$ cat config.mk
export PLATFORM = sky130hd
export DESIGN_NAME = aha_clk_div_ctrl
export DESIGN_NICKNAME = d
export VERILOG_FILES = /design/src/rtl/aha_clk_div_ctrl.sv
export SDC_FILE = /design/constraint.sdc
export NUM_CORES = 1
export LEC_CHECK = 0
export CORE_MARGIN = 3
export CORE_UTILIZATION = 35
export DETAILED_ROUTE_END_ITERATION = 12
export HOLD_SLACK_MARGIN = 0.05
export SLEW_MARGIN = 20
export SYNTH_ARGS = -nofsm -noshare
export SYNTH_HDL_FRONTEND = slang
export SYNTH_SLANG_ARGS = --single-unit
$ cat constraint.sdc
create_clock -name CLK_IN -period 1.81 [get_ports CLK_IN]
set_clock_uncertainty 0.15 [all_clocks]
set_input_delay 0.362 -clock CLK_IN [delete_from_list [all_inputs] [get_ports CLK_IN]]
set_output_delay 0.362 -clock CLK_IN [all_outputs]
set_load 0.03 [all_outputs]
$ cat src/rtl/aha_clk_div_ctrl.sv
// aha_clk_div_ctrl: changes the divide code of a clock-enable generator only on an enable
// boundary, restarting the generator and masking enables while it settles.
// Build option: define AHA_CLK_DIV_CTRL_TIMEOUT_EN to bound the wait for an enable boundary.
module aha_clk_div_ctrl #(
   parameter logic [2:0] RESET_DIV      = 3'b000,
   parameter int         SETTLE_CYCLES  = 2,
   parameter int         TIMEOUT_CYCLES = 64
) (
   input  logic       CLK_IN,
   input  logic       RESETn,
   input  logic       REQ_VALID,
   input  logic [2:0] REQ_DIV,
   output logic       REQ_READY,
   output logic       ACK,
   output logic [2:0] DIV_OUT,
   output logic       GEN_RESETn,
   input  logic       CLK_EN_IN,
   output logic       CLK_EN_OUT,
   input  logic       TIMEOUT_CLR,
   output logic       TIMEOUT_STICKY
);

   typedef enum logic [2:0] {
      IDLE   = 3'd0,
      WAIT   = 3'd1,
      SWITCH = 3'd2,
      SETTLE = 3'd3,
      DONE   = 3'd4
   } stateT;

   localparam logic [3:0] SETTLE_LAST = 4'(SETTLE_CYCLES - 1);

   stateT      stateQ, stateD;
   logic [2:0] targetQ, targetD;
   logic [2:0] divQ, divD;
   logic [3:0] settleCntQ, settleCntD;
   logic       genResetNQ;
   logic [2:0] reqDivClamped;
   logic       settleLast;
   logic       enBoundary;

   // Codes above 5 are not supported by the generator, so they saturate at 5.
   assign reqDivClamped = (REQ_DIV > 3'd5) ? 3'd5 : REQ_DIV;
   assign settleLast    = (settleCntQ == SETTLE_LAST);

`ifdef AHA_CLK_DIV_CTRL_TIMEOUT_EN
   localparam logic [5:0] WAIT_LAST = 6'(TIMEOUT_CYCLES - 1);

   logic [5:0] waitCntQ, waitCntD;
   logic       stickyQ, stickyD;
   logic       timeoutHit;

   assign timeoutHit = (stateQ == WAIT) && !CLK_EN_IN && (waitCntQ == WAIT_LAST);
   assign enBoundary = CLK_EN_IN || timeoutHit;

   always_comb begin
      waitCntD = '0;
      if ((stateQ == WAIT) && (stateD == WAIT)) begin
         waitCntD = waitCntQ + 6'd1;
      end
      // A timeout on the same edge as a clear must leave the flag set.
      stickyD = stickyQ;
      if (timeoutHit) begin
         stickyD = 1'b1;
      end else if (TIMEOUT_CLR) begin
         stickyD = 1'b0;
      end
   end

   always_ff @(posedge CLK_IN or negedge RESETn) begin
      if (!RESETn) begin
         waitCntQ <= '0;
         stickyQ  <= 1'b0;
      end else begin
         waitCntQ <= waitCntD;
         stickyQ  <= stickyD;
      end
   end

   assign TIMEOUT_STICKY = stickyQ;
`else
   logic [7:0] unusedTimeoutCfg;

   assign unusedTimeoutCfg = {TIMEOUT_CLR, 7'(TIMEOUT_CYCLES)};
   assign enBoundary       = CLK_EN_IN;
   assign TIMEOUT_STICKY   = 1'b0;
`endif

   always_ff @(posedge CLK_IN or negedge RESETn) begin
      if (!RESETn) begin
         stateQ <= IDLE;
      end else begin
         stateQ <= stateD;
      end
   end

   always_comb begin
      stateD = stateQ;
      case (stateQ)
         IDLE: begin
            if (REQ_VALID) begin
               stateD = (reqDivClamped == divQ) ? DONE : WAIT;
            end
         end
         WAIT: begin
            if (enBoundary) begin
               stateD = SWITCH;
            end
         end
         SWITCH: stateD = SETTLE;
         SETTLE: begin
            if (settleLast) begin
               stateD = DONE;
            end
         end
         DONE:    stateD = IDLE;
         default: stateD = IDLE;
      endcase
   end

   always_comb begin
      REQ_READY  = 1'b0;
      ACK        = 1'b0;
      CLK_EN_OUT = CLK_EN_IN;
      case (stateQ)
         IDLE:    REQ_READY  = 1'b1;
         SWITCH:  CLK_EN_OUT = 1'b0;
         SETTLE:  CLK_EN_OUT = 1'b0;
         DONE:    ACK        = 1'b1;
         default: ;
      endcase
   end

   // The new code reaches the generator only on the boundary edge that starts the restart.
   always_comb begin
      targetD    = targetQ;
      divD       = divQ;
      settleCntD = '0;
      if ((stateQ == IDLE) && REQ_VALID) begin
         targetD = reqDivClamped;
      end
      if ((stateQ == WAIT) && (stateD == SWITCH)) begin
         divD = targetQ;
      end
      if ((stateQ == SETTLE) && !settleLast) begin
         settleCntD = settleCntQ + 4'd1;
      end
   end

   // Restart is registered from next-state so the generator sees a clean one-cycle low.
   always_ff @(posedge CLK_IN or negedge RESETn) begin
      if (!RESETn) begin
         targetQ    <= RESET_DIV;
         divQ       <= RESET_DIV;
         settleCntQ <= '0;
         genResetNQ <= 1'b1;
      end else begin
         targetQ    <= targetD;
         divQ       <= divD;
         settleCntQ <= settleCntD;
         genResetNQ <= (stateD != SWITCH);
      end
   end

   assign DIV_OUT    = divQ;
   assign GEN_RESETn = genResetNQ;

endmodule

==> results summary, run 1 <==
A synthesized cell averages 10.8 um^2. The post-route minimum period is around 1.7 ns. Among cell families on the critical path, the largest total delay comes from simple AND/OR/NAND/NOR gates. Dividing total power by cell area gives a power density of between 1500 and 2000 mW/mm^2. STA classifies the critical path endpoint as a flop. Sorting the synthesized cells by area gives the leading types as dfrtp_1 (49%), xor2_1 (5.2%), mux2_2 (5.1%). The share of the yosys chip area belonging to registers is between 50% and 60%.

The mapped cell area is about 670 um^2. The number of nets at the end of the flow came out at 97. The horizontal die dimension is roughly 50 um. The number of design-rule violations left by the first detailed-router iteration is 7. The clock passes through at most 2 buffers.

The die covers 0.00247 mm^2. The maximum fanout along the worst path came out at 3. Input and output buffers added on the ports amount to 13. The core region area came out at roughly 0.0018 mm^2. 0 antenna diodes ended up in the layout.

The clock-pin slew on the worst setup and hold paths came out at 0.08 ns. The master cell of the clock root buffer is clkbuf_4. For this configuration, the core starts out at a cell density of 37.9%. The first-pass detailed-route iteration total came out at 4.

The type of the setup path with the least slack is in -> reg. After global routing the overflow that remains totals 0. The kind of start point of the critical path is a primary input. The placed instance count is roughly 110.

The portion of synthesized cell area occupied by the leading cell type came out at about half. The area added between synthesis and finish is 36.5%. The leakage power is 0.000426 uW. The max-capacitance violation count is 0. Data on the critical path is required at its endpoint by between 1.5 and 2 ns. The flip-flop and latch count after synthesis came out at 14. The worst hold-check slack is ~0.23 ns. The number of max-slew violations in the final report is 0. The final instance count without filler cells came out at around 110.

The longest individual stage delay on the worst path is around 0.49 ns. Leaving out fill and tap cells, the most frequent cells in the layout are dfrtp_1 (13), buf_4 (11), nor2_1 (7). At the later pin of the worst-skew pair, clock insertion delay measures ~0.27 ns.

TritonCTS built the clock tree. The number of nets still failing antenna checks after routing came out at 0. The initial antenna violation count is 0. The number of sinks handled by clock tree synthesis came out at 14. The final wirelength came out at around 1200 um.

The critical path's slowest cell is or4b_1. The sequential standard cell area came out at roughly 350 um^2. CTS built an H-tree with a depth of 1. The first global-routing pass estimated 2350 um of wire.

The routed via count divided by cell count came out at between 4 and 5. The number of design rule violations left after detail routing is 0. The most frequent standard cell in the layout excluding fill and tap cells is dfrtp_1. The count of yosys warnings during synthesis is 0. The number of hold violations in the final report is 0. Summing all multi-input logic gate instances after layout gives roughly 290 um^2. The count of fill cells added during filler insertion came out at between 150 and 200. The height of the die is slightly below 50 um. The proportion of layout cells with a drive suffix above 1 is 23.3%.

The worst ir drop on vdd is a little over 0.0006 V. The worst hold path class is in -> async. The share of the clock period used by the worst path came out at between 90% and 100%. Detailed routing inserted a total of around 500 vias. The sum of buffers and inverters on the critical path came out at 1. The flow ran to the end, and the final reports show no timing, DRC or antenna violations.

The row count is 15. Setup repair after global routing left no endpoint under its margin. Entering global routing, the biggest net connects 15 pins. The count of cell types in the netlist is 28. The number of nets handed over by synthesis was between 70 and 80. The final count of negative-setup-slack endpoints came out at 0. The detailed-placement wirelength estimate came out at roughly 990 um.

The synthesized netlist cell count is between 60 and 70. The critical path goes through clkdlybuf4s50_1 -> or4b_1 -> a311o_1 -> o311ai_1. 16 I/O pins were placed. The overall routing resource usage came out at ~12%. The routability congestion estimate from global placement is slightly below 0.8. The via count of the first global-routing pass came out at ~530. The maximum operating frequency is around 600 MHz.

The total clock buffers created by CTS is 3. The average wire length per cell after detail routing is roughly 11 um. Of all cell types, the one taking the most synthesized area is dfrtp_1. Data arrives at the worst endpoint at 1.73 ns.
## flip-flops by register name, summed over array words and instances, names as in the netlist
| name | count |
|---|---|
| settleCntQ | 4 |
| DIV_OUT | 3 |
| stateQ | 3 |
| targetQ | 3 |
| GEN_RESETn | 1 |
## final cells by class
cell class | instances | share of cell area [%]
Clock buffer | 4 | 3.98
Inverter | 3 | 1.23
Multi-Input combinational cell | 43 | 32.1
Sequential cell | 14 | 38.5
Tap cell | 25 | 3.43
Timing Repair Buffer | 22 | 20.7
## power breakdown
group / leakage, uW / switching [uW] / internal (uW) / total, uW
Combinational: 0.000229 / 357 / 293 / 650
Sequential: 0.000177 / 73.2 / 432 / 506
Clock: 0.0000210 / 94.7 / 122 / 217
Total: 0.000426 / 525 / 847 / 1370
## worst reg2reg max path: cells and delay by family, from the launching register on
| family | cells | cell delay [ns] |
|---|---|---|
| AO/OA/AOI/OAI | 2 | 0.42 |
| flip-flops | 1 | 0.41 |
| AND/OR/NAND/NOR | 1 | 0.59 |
## Yosys cell counts (all sizes together)
library cell / count
a211o: 1
a21oi: 1
a311o: 1
a31oi: 1
and2: 2
buf: 1
clkbuf: 1
conb: 1
dfrtp: 13
dfstp: 1
ha: 2
inv: 3
mux2: 4
nand2: 3
nand2b: 4
nand3: 2
nor2: 7
nor2b: 1
nor3: 1
nor3b: 1
nor4: 1
o21ai: 2
o22ai: 1
o311ai: 1
or4b: 1
xnor2: 1
xor2: 4
## final timing paths
path	start	endpoint	slack, ns	cells past startpoint
hold reg to reg	targetQ[2]	targetQ[2]	0.35	1
max in group asynchronous	RESETn	GEN_RESETn	1.04	2
setup reg to reg	stateQ[2]	stateQ[0]	0.13	3
hold / removal	RESETn	targetQ[1]	0.23	2
setup / recovery	REQ_VALID	stateQ[0]	0.11	4
min in group CLK_IN	targetQ[2]	targetQ[2]	0.35	1
## metrics by stage
step | worst slack, ns | total power, uW | TNS (ns) | area (um^2) | utilization, %
after floorplan | 0.140 | 915 | 0 | 668 | -
after global placement | -0.181 | 1180 | -0.482 | 877 | 49.7
after detailed placement | -0.181 | 1190 | -0.450 | 877 | 49.7
after CTS | 0.0809 | 1400 | 0 | 908 | 51.5
after global routing | 0.00562 | 1490 | 0 | 912 | 51.7
final | 0.105 | 1370 | 0 | 912 | 51.7
## metal layers
layer | GRT usage, % | share of wire (%) | up-vias
li1 | - | - | 258
met1 | 16.1 | 45 | 236
met2 | 18.5 | 47 | 14
met3 | 5.14 | 6.3 | 2
met4 | 4.15 | 1.1 | 0
met5 | 0 | 0 | -
## timing repair
item	in CTS	in global routing
setup buffers	0	0
hold buffers	0	0
endpoints found under the setup margin	4	1
gates resized for setup	4	1
hold endpoints to repair	0	0
## logic make-up (layout without fill, tap and decap cells)
| logic type | Yosys count | count (layout) | synth area share, % |
|---|---|---|---|
| simple gates | 23 | 23 | 18.0 |
| flops | 14 | 14 | 52.6 |
| compound gates | 8 | 8 | 8.24 |
| xor+xnor | 5 | 5 | 6.55 |
| buf+inv | 5 | 29 | 3.56 |
| mux | 4 | 4 | 6.74 |
| fa+ha+maj | 2 | 2 | 3.74 |
| other cells | 1 | 1 | 0.561 |
No activity file was read; power rests on OpenSTA's default activity.
==> run 2, diff against run 1 <==
- SLEW_MARGIN: 20 -> unset
==> results of run 2 <==
The final DEF is identical to that of run 1; final timing and power are the same.
